===== src/rtl/ysyx_24110026_ifu.sv =====
// ---------------------------------------------------------------------------
// ysyx_24110026_ifu -- instruction fetch unit for the RV32E single-issue core.
//
// Owns the program counter, issues in-order word fetches to instruction
// memory and keeps each returned word, together with its PC, in a small
// circular reservation buffer until the decoder takes it. A redirect from
// execute throws away every buffered and in-flight fetch.
//
// Ports
//   clk, rst           : rising-edge clock, synchronous active-high reset
//   imem_req_*         : fetch request channel (valid/ready, word address)
//   imem_resp_*        : in-order fetch responses, one per accepted request
//   redirect_valid/_pc : replace the fetch stream this cycle
//   inst_valid/_ready  : decoder handshake, with inst and inst_pc
// ---------------------------------------------------------------------------
module ysyx_24110026_ifu #(
    parameter logic [31:0] RESET_PC  = 32'h8000_0000,
    parameter int unsigned BUF_DEPTH = 2
) (
    input  logic        clk,
    input  logic        rst,
    output logic        imem_req_valid,
    output logic [31:0] imem_req_addr,
    input  logic        imem_req_ready,
    input  logic        imem_resp_valid,
    input  logic [31:0] imem_resp_data,
    input  logic        redirect_valid,
    input  logic [31:0] redirect_pc,
    output logic        inst_valid,
    output logic [31:0] inst,
    output logic [31:0] inst_pc,
    input  logic        inst_ready
);
    localparam int PTR_W = $clog2(BUF_DEPTH);
    localparam int CNT_W = $clog2(BUF_DEPTH + 1);
    localparam logic [CNT_W-1:0] DEPTH_C = CNT_W'(BUF_DEPTH);

    logic [31:0]                  fetch_pc_q, fetch_pc_d;
    logic [PTR_W-1:0]             alloc_q, alloc_d;
    logic [PTR_W-1:0]             fill_q, fill_d;
    logic [PTR_W-1:0]             head_q, head_d;
    logic [CNT_W-1:0]             count_q, count_d;
    // pend: accepted requests still owed a response that belong to live slots.
    // drop: responses still owed for requests killed by a redirect.
    // drop > 0 blocks new requests, so the two are never both non-zero.
    logic [CNT_W-1:0]             pend_q, pend_d;
    logic [CNT_W-1:0]             drop_q, drop_d;
    logic [BUF_DEPTH-1:0][31:0]   slot_pc_q, slot_pc_d;
    logic [BUF_DEPTH-1:0][31:0]   slot_data_q, slot_data_d;
    logic [BUF_DEPTH-1:0]         slot_filled_q, slot_filled_d;

    logic             req_fire;
    logic             deliver_fire;
    logic             resp_live;
    logic             resp_stale;
    logic [CNT_W-1:0] owed;

    // The low redirect bits are discarded: fetches are always word-aligned.
    logic unused_redirect_lsbs;
    assign unused_redirect_lsbs = ^redirect_pc[1:0];

    // ---------------- outputs ----------------
    always_comb begin
        imem_req_valid = !rst && !redirect_valid && (count_q < DEPTH_C) && (drop_q == '0);
        imem_req_addr  = fetch_pc_q;
        inst_valid     = (count_q != '0) && slot_filled_q[head_q] && !redirect_valid;
        inst           = slot_data_q[head_q];
        inst_pc        = slot_pc_q[head_q];
    end

    assign req_fire     = imem_req_valid && imem_req_ready;
    assign deliver_fire = inst_valid && inst_ready;
    // A response with nothing owed is a protocol violation and is ignored.
    assign resp_stale   = imem_resp_valid && (drop_q != '0);
    assign resp_live    = imem_resp_valid && (drop_q == '0) && (pend_q != '0);
    assign owed         = drop_q + pend_q;

    // ---------------- next state ----------------
    always_comb begin
        fetch_pc_d    = fetch_pc_q;
        alloc_d       = alloc_q;
        fill_d        = fill_q;
        head_d        = head_q;
        count_d       = count_q;
        pend_d        = pend_q;
        drop_d        = drop_q;
        slot_pc_d     = slot_pc_q;
        slot_data_d   = slot_data_q;
        slot_filled_d = slot_filled_q;

        if (redirect_valid) begin
            // Redirect overrides everything; a response landing this same
            // cycle is one of the owed ones and is discarded right here.
            fetch_pc_d    = {redirect_pc[31:2], 2'b00};
            alloc_d       = '0;
            fill_d        = '0;
            head_d        = '0;
            count_d       = '0;
            pend_d        = '0;
            slot_filled_d = '0;
            drop_d        = (imem_resp_valid && (owed != '0)) ? owed - CNT_W'(1) : owed;
        end else begin
            if (req_fire) begin
                slot_pc_d[alloc_q]     = fetch_pc_q;
                slot_filled_d[alloc_q] = 1'b0;
                alloc_d                = alloc_q + PTR_W'(1);
                fetch_pc_d             = fetch_pc_q + 32'd4;
            end
            if (resp_stale) begin
                drop_d = drop_q - CNT_W'(1);
            end else if (resp_live) begin
                slot_data_d[fill_q]   = imem_resp_data;
                slot_filled_d[fill_q] = 1'b1;
                fill_d                = fill_q + PTR_W'(1);
            end
            // fill and head never address the same slot in one cycle: head
            // must already be filled to deliver, fill is always unfilled.
            if (deliver_fire) begin
                slot_filled_d[head_q] = 1'b0;
                head_d                = head_q + PTR_W'(1);
            end
            count_d = count_q + CNT_W'(req_fire) - CNT_W'(deliver_fire);
            pend_d  = pend_q + CNT_W'(req_fire) - CNT_W'(resp_live);
        end
    end

    // ---------------- registers ----------------
    always_ff @(posedge clk) begin
        if (rst) begin
            fetch_pc_q    <= RESET_PC;
            alloc_q       <= '0;
            fill_q        <= '0;
            head_q        <= '0;
            count_q       <= '0;
            pend_q        <= '0;
            drop_q        <= '0;
            slot_pc_q     <= '0;
            slot_data_q   <= '0;
            slot_filled_q <= '0;
        end else begin
            fetch_pc_q    <= fetch_pc_d;
            alloc_q       <= alloc_d;
            fill_q        <= fill_d;
            head_q        <= head_d;
            count_q       <= count_d;
            pend_q        <= pend_d;
            drop_q        <= drop_d;
            slot_pc_q     <= slot_pc_d;
            slot_data_q   <= slot_data_d;
            slot_filled_q <= slot_filled_d;
        end
    end

endmodule


===== config.mk =====
export PLATFORM = sky130hd
export DESIGN_NAME = ysyx_24110026_ifu
export DESIGN_NICKNAME = d
export VERILOG_FILES = /design/src/rtl/ysyx_24110026_ifu.sv
export SDC_FILE = /design/constraint.sdc
export NUM_CORES = 1
export LEC_CHECK = 0
export BUFFER_PORTS_ARGS = -buffer_cell sky130_fd_sc_hd__clkbuf_2
export CORE_MARGIN = 5
export CORE_UTILIZATION = 30
export DETAILED_ROUTE_END_ITERATION = 7
export HOLD_SLACK_MARGIN = 0.02
export PLACE_DENSITY_LB_ADDON = 0.08
export SLEW_MARGIN = 5
export SYNTH_ARGS = -nofsm -noshare
export SYNTH_HDL_FRONTEND = slang
export SYNTH_SLANG_ARGS = --single-unit

===== constraint.sdc =====
create_clock -name clk -period 2.5 [get_ports clk]
set_clock_uncertainty 0.15 [all_clocks]
set_input_delay 0.5 -clock clk [delete_from_list [all_inputs] [get_ports clk]]
set_output_delay 0.5 -clock clk [all_outputs]
set_load 0.01 [all_outputs]

# [Word level (Yosys, flattened, before mapping)]
# Cells that the tools add are included.
[totals] reg_bits=171 latchBits=0 ram_bits=0 romBits=0 input_bits=70 mem_count=0
[op_classes] add_sub_neg=11 multipliers=0 n_div=0 n_lt_le_gt_ge=7 n_eq_ne=0 shifts=0 n_mux=29 n_bitwise=7 n_reduce_logical=27
[op_table] cell="$mux 32" count=8
[op_table] cell="$bwmux 64" count=2
[op_table] cell="$demux 32 s1" count=2
[op_table] cell="$add 32x3->32 const B" count=1
[op_table] cell="$mux 2" count=9
[op_table] cell="$logic_and 1x1->1" count=14
[op_table] cell="$reduce_bool 2->1" count=6
[op_table] cell="$lt 1x2->1 const B" count=3
[op_table] cell="$mux 1" count=5
[op_table] cell="$add 2x1->2" count=2
[op_table] cell="$and 2x2->2" count=2
[op_table] cell="$not 2->2" count=2
[op_table] cell="$reduce_and 2->1" count=2
[op_table] cell="$sub 2x1->2" count=2
[op_table] cell="$sub 2x1->2 const B" count=2
[op_table] cell="$add 1x1->1 const B" count=3
[op_table] cell="$demux 1 s1" count=3
[op_table] cell="$ge 1x1->1 const B" count=3
[op_table] cell="$reduce_and 3->1" count=1
[op_table] cell="$add 2x2->2" count=1
[op_table] cell="$logic_not 1->1" count=2
[op_table] cell="$logic_not 2->1" count=1
[op_table] cell="$lt 2x2->1 const B" count=1
[op_table] cell="$not 1->1" count=2
[op_table] cell="2 further kinds" count=2

# [Longest topological paths before layout]
[logic_depth] ltp_word=14 ltp_mapped=11 ltp_nobuf=11

# [Least setup slack after synthesis]
# OpenSTA, ideal clock, no wires.
[synth_timing] path_kind="input to register" from="input port redirect_valid" to="register count_q[1]" setup_time_ns=0.128 arrival_ns=2.007 required_ns=2.222 path_slack_ns=0.216 stages=8 path_cell_list="buf_6 -> nor4b_1 -> ha_1 -> inv_1 -> ha_1 -> xor2_1 -> xnor2_1 -> nor2_1"
[synth_via] elab_chain_len=7 elab_cells_between_ends=10 classes_between="2 x add/sub; 8 x reduce/logical"
[synth_lines] element="start: declaration" line="27" text="input logic redirect_valid,"
[synth_lines] element="$logic_not 1->1" line="64, 66"
[synth_lines] element="$logic_and 1x1->1 (3 in series)" line="64" text="imem_req_valid = !rst && !redirect_valid && (count_q < DEPTH_C) && (drop_q == '0);"
[synth_lines] element="$logic_and 1x1->1" line="71" text="assign req_fire = imem_req_valid && imem_req_ready;"
[synth_lines] element="$add 2x1->2" line="122" text="count_d = count_q + CNT_W'(req_fire) - CNT_W'(deliver_fire);"
[synth_lines] element="$sub 2x1->2" line="122"
[synth_lines] element="end signal: assignment" line="145" text="count_q <= count_d;"
[synth_lines] element="end: declaration" line="42" text="logic [CNT_W-1:0] count_q, count_d;"
# Parallel ways exist; a longest one is shown, timed or not.
# A chain may end at the register's enable or synchronous reset.

# [Final worst setup path]
[layout_timing] from="register head_q" to="output port inst_pc[31]"
[layout_via] elab_chain_len=2
[layout_lines] element="start: declaration" line="41" text="logic [PTR_W-1:0] head_q, head_d;"
[layout_lines] element="start signal: assignment" line="133" text="head_q <= '0;"
[layout_lines] element="start signal: assignment" line="144" text="head_q <= head_d;"
[layout_lines] element="$mux 32 (implied by the code) (2 in series)" line="68" text="inst_pc = slot_pc_q[head_q];"
[layout_lines] element="end: declaration" line="31" text="output logic [31:0] inst_pc,"
# Every way passes these cells. The select of a mux whose other input is x is not followed.

==> run summary <==
The portion of the post-synthesis area used by sequential elements came out at a little over two fifths. The TritonCTS clock tree is yes. The detailed router finished its first iteration with approximately 350 violations. The minimum setup slack after placement came out at -0.0140 ns.

The worst setup path is launched from a register. For this design the top-level I/O count stands at 168. The destination of the critical timing path is inst_pc[31].

The commonest cells after synthesis are sky130_fd_sc_hd__nand2_1, sky130_fd_sc_hd__dfxtp_1, sky130_fd_sc_hd__a21oi_1. IR analysis of the VDD net gives a maximum drop of ~0.00044 V. At the worst endpoint, the required time is between 1.5 and 2 ns. The routed via count came out at 6880. The number of instances on the worst hold path came out at 3. The fmax came out at 0.420 GHz. The final weighted congestion of routability-driven global placement came out at 0.719. The vertical die dimension came out at 168 um. The H-tree depth came out at 4.

The class of the worst hold path is input pin to register. The data arrival time of the critical path is 1.73 ns. The final period demand of the worst path is 2.38 ns. The clock latency of the later-clocked register in the worst-skew pair came out at between 0.4 and 0.5 ns. The synthesized netlist occupies a cell area of 0.00751 mm^2. The total track usage came out at approximately 17%.

The initial utilization of the core area, before any placement, comes to 30.2%. The max-cap violation count came out at 0. The final antenna diode count came out at 0. The root buffer cell is sky130_fd_sc_hd__clkbuf_16. The overall die width is between 150 and 200 um.

In the post-synthesis netlist, the cell with the most instances is sky130_fd_sc_hd__nand2_1. Final hold analysis gives a worst-case slack of 0.151 ns. The routed wirelength normalized by instance count came out at 16.8 um. The biggest area contributor in the post-synthesis netlist is sky130_fd_sc_hd__dfxtp_1.

The wire length after detailed routing is ~24000 um. The worst setup slack after layout is 0.118 ns. The net count of the finished layout came out at 1153.

The clock transition time at the flip-flop clock pins of the worst setup and hold paths came out at 0.08 ns. The post-synthesis cell count came out at 920. The worst hold path begins at imem_resp_data[9]. In the final layout, the share of cells above drive strength 1 is 29.0%.

The critical path launch point is head_q. The static leakage is 3.67 nW. The initial antenna violation count is 0. In this run the remaining antenna-violating nets after routing total 0. Counting the fill cells in the layout gives 2674. In this run, synthesis produced a sequential element count of 165. In this run the critical register-to-register path is captured at count_q[1]. The total negative slack for setup checks is 0 ns. The number of remaining DRC errors came out at 0. Dividing the synthesized area by the synthesized cell count gives 8.17 um^2. The CTS sink count came out at 165. The count of hold-fix buffers inserted at cts is 0. The layout overhead on the synthesized area is 26.6%. The actual slew at the worst max-slew pin is a little under 0.8 ns. The first global-routing pass estimated between 30000 and 40000 um of wire. The core region area came out at roughly 0.025 mm^2. The number of enable flip-flop cells after synthesis is 0. The area of the die is 0.0283 mm^2.

The number of buffers added on ports came out at about 160. The worst setup path is captured at a primary output. The global route total overflow came out at 0. For this run, the leading register cell type out of synthesis is sky130_fd_sc_hd__dfxtp_1. The maximum fanout along the worst path is 20. Counting along the longest clock path gives a buffer depth of 2. The reg2reg setup slack came out at 0.24 ns. The average via count per standard cell came out at 4.85. Setup repair after global routing left no endpoint under its margin. The fraction of registers with async set or reset after synthesis came out at 0%.

The worst setup path is of the register to primary output kind. The number of unique standard cell types used by synthesis is 59. Before antenna repair, the detailed router went through 5 iterations. The via count of the first global-routing pass was 6681. The headroom to the max-slew limit is 48.2%. The count of synthesis-stage warnings from yosys came out at 0. The number of failing hold endpoints at the final stage came out at 0. In this run the core area contains 58 standard-cell rows. The run finished with clean final reports. The final core utilization is 38.2%.

The number of buffers created by CTS is 17. For this design the ratio of total power to cell area is about 640 mW/mm^2. After layout, the worst path uses 95.3% of the clock period.

The total setup violations reported at the end of the flow is 0. The area fraction of the dominant cell type after synthesis is a little over two fifths. Once detailed placement completed, the half-perimeter wirelength came to 15700 um. The count of final max-slew check failures is 0.

The cell count of the worst reg-to-reg path came out at 8. Entering global routing, the biggest net connects 159 pins. The startpoint identified for the worst register-to-register timing path is head_q. Ranked by total cell area, the synthesized netlist is headed by sky130_fd_sc_hd__dfxtp_1, sky130_fd_sc_hd__nand2_1, sky130_fd_sc_hd__mux2_2.
[timing repair]
action / CTS / global route
pin swaps: 0 / 0
gates resized for setup: 1 / 2
endpoints found under the setup margin: 17 / 1
buffers inserted: 0 / 0
[cells by family after synthesis]
family,Yosys count,synth area share [%]
flip-flops,165,44.0
buffers and inverters,86,4.94
XOR/XNOR,14,1.63
adder cells (fa/ha/maj),8,1.33
other,1,0.0499
AND/OR/NAND/NOR,390,23.2
AO/OA/AOI/OAI,192,15.3
multiplexers,64,9.57
[layer usage]
metal / wire, um / track usage [%]
met1: 11700 / 23.1
met2: 11100 / 26.7
met3: 821 / 3.45
met4: 193 / 3.60
met5: 0 / 0
[flip-flops by register name, summed over array words and instances (netlist names), 2 cells and up]
name	cells
slot_filled_q	2
count_q	2
slot_data_q	64
slot_pc_q	60
imem_req_addr	30
drop_q	2
pend_q	2
[cells in the final DEF, fill, tap and decap left out, drive strengths merged, types with 6 or more instances in the layout]
cell type / count
a211oi: 6
a21oi: 129
a311oi: 11
a31oi: 7
and2: 6
and4: 7
buf: 46
clkbuf: 178
dfxtp: 165
ha: 8
inv: 19
mux2: 63
nand2: 278
nand3: 11
nand4: 12
nor2: 29
nor3: 8
o31ai: 9
or4: 13
xnor2: 9
[final cells by class]
class / count / area (um^2) / share of cell area [%]
tap: 330 / 413 / 4.34
clock buffer: 18 / 439 / 4.62
multi-input combinational: 672 / 3870 / 40.7
clock inverter: 14 / 190 / 2.00
sequential: 165 / 3310 / 34.8
inverter: 13 / 48.8 / 0.513
timing repair buffer: 206 / 1240 / 13.0
[critical path, stage by stage (launching register included)]
cell	delay (ns)
sky130_fd_sc_hd__dfxtp_4	0.50
sky130_fd_sc_hd__buf_6	0.27
sky130_fd_sc_hd__mux2_2	0.36
sky130_fd_sc_hd__clkbuf_2	0.16
[metrics by stage]
step                      instance area (um^2)  power [mW]  instances
after floorplan                           7530        3.06        923
after global placement                    8870        3.32       1386
after detailed placement                  8870        3.32       1386
after CTS                                 9500        6.19       1418
after global routing                      9510        6.37       1418
final                                     9510        6.09       1418
[report_power, final]
| part | leakage (nW) | switching (mW) | internal (mW) |
|---|---|---|---|
| sequential | 1.34 | 0.0596 | 2.68 |
| combinational | 2.02 | 0.309 | 0.209 |
| clock | 0.311 | 1.20 | 1.64 |
[worst min-delay path by stage]
stage / endpoint / slack (ns)
detailed placement: slot_pc_q[37] / 0.29
global placement: slot_pc_q[53] / 0.29
finish: slot_data_q[41] / 0.15
global route: slot_data_q[7] / 0.13
CTS: slot_data_q[30] / 0.14
floorplan: slot_data_q[32] / 0.28
Note: power is estimated with default switching activity, not from simulation.
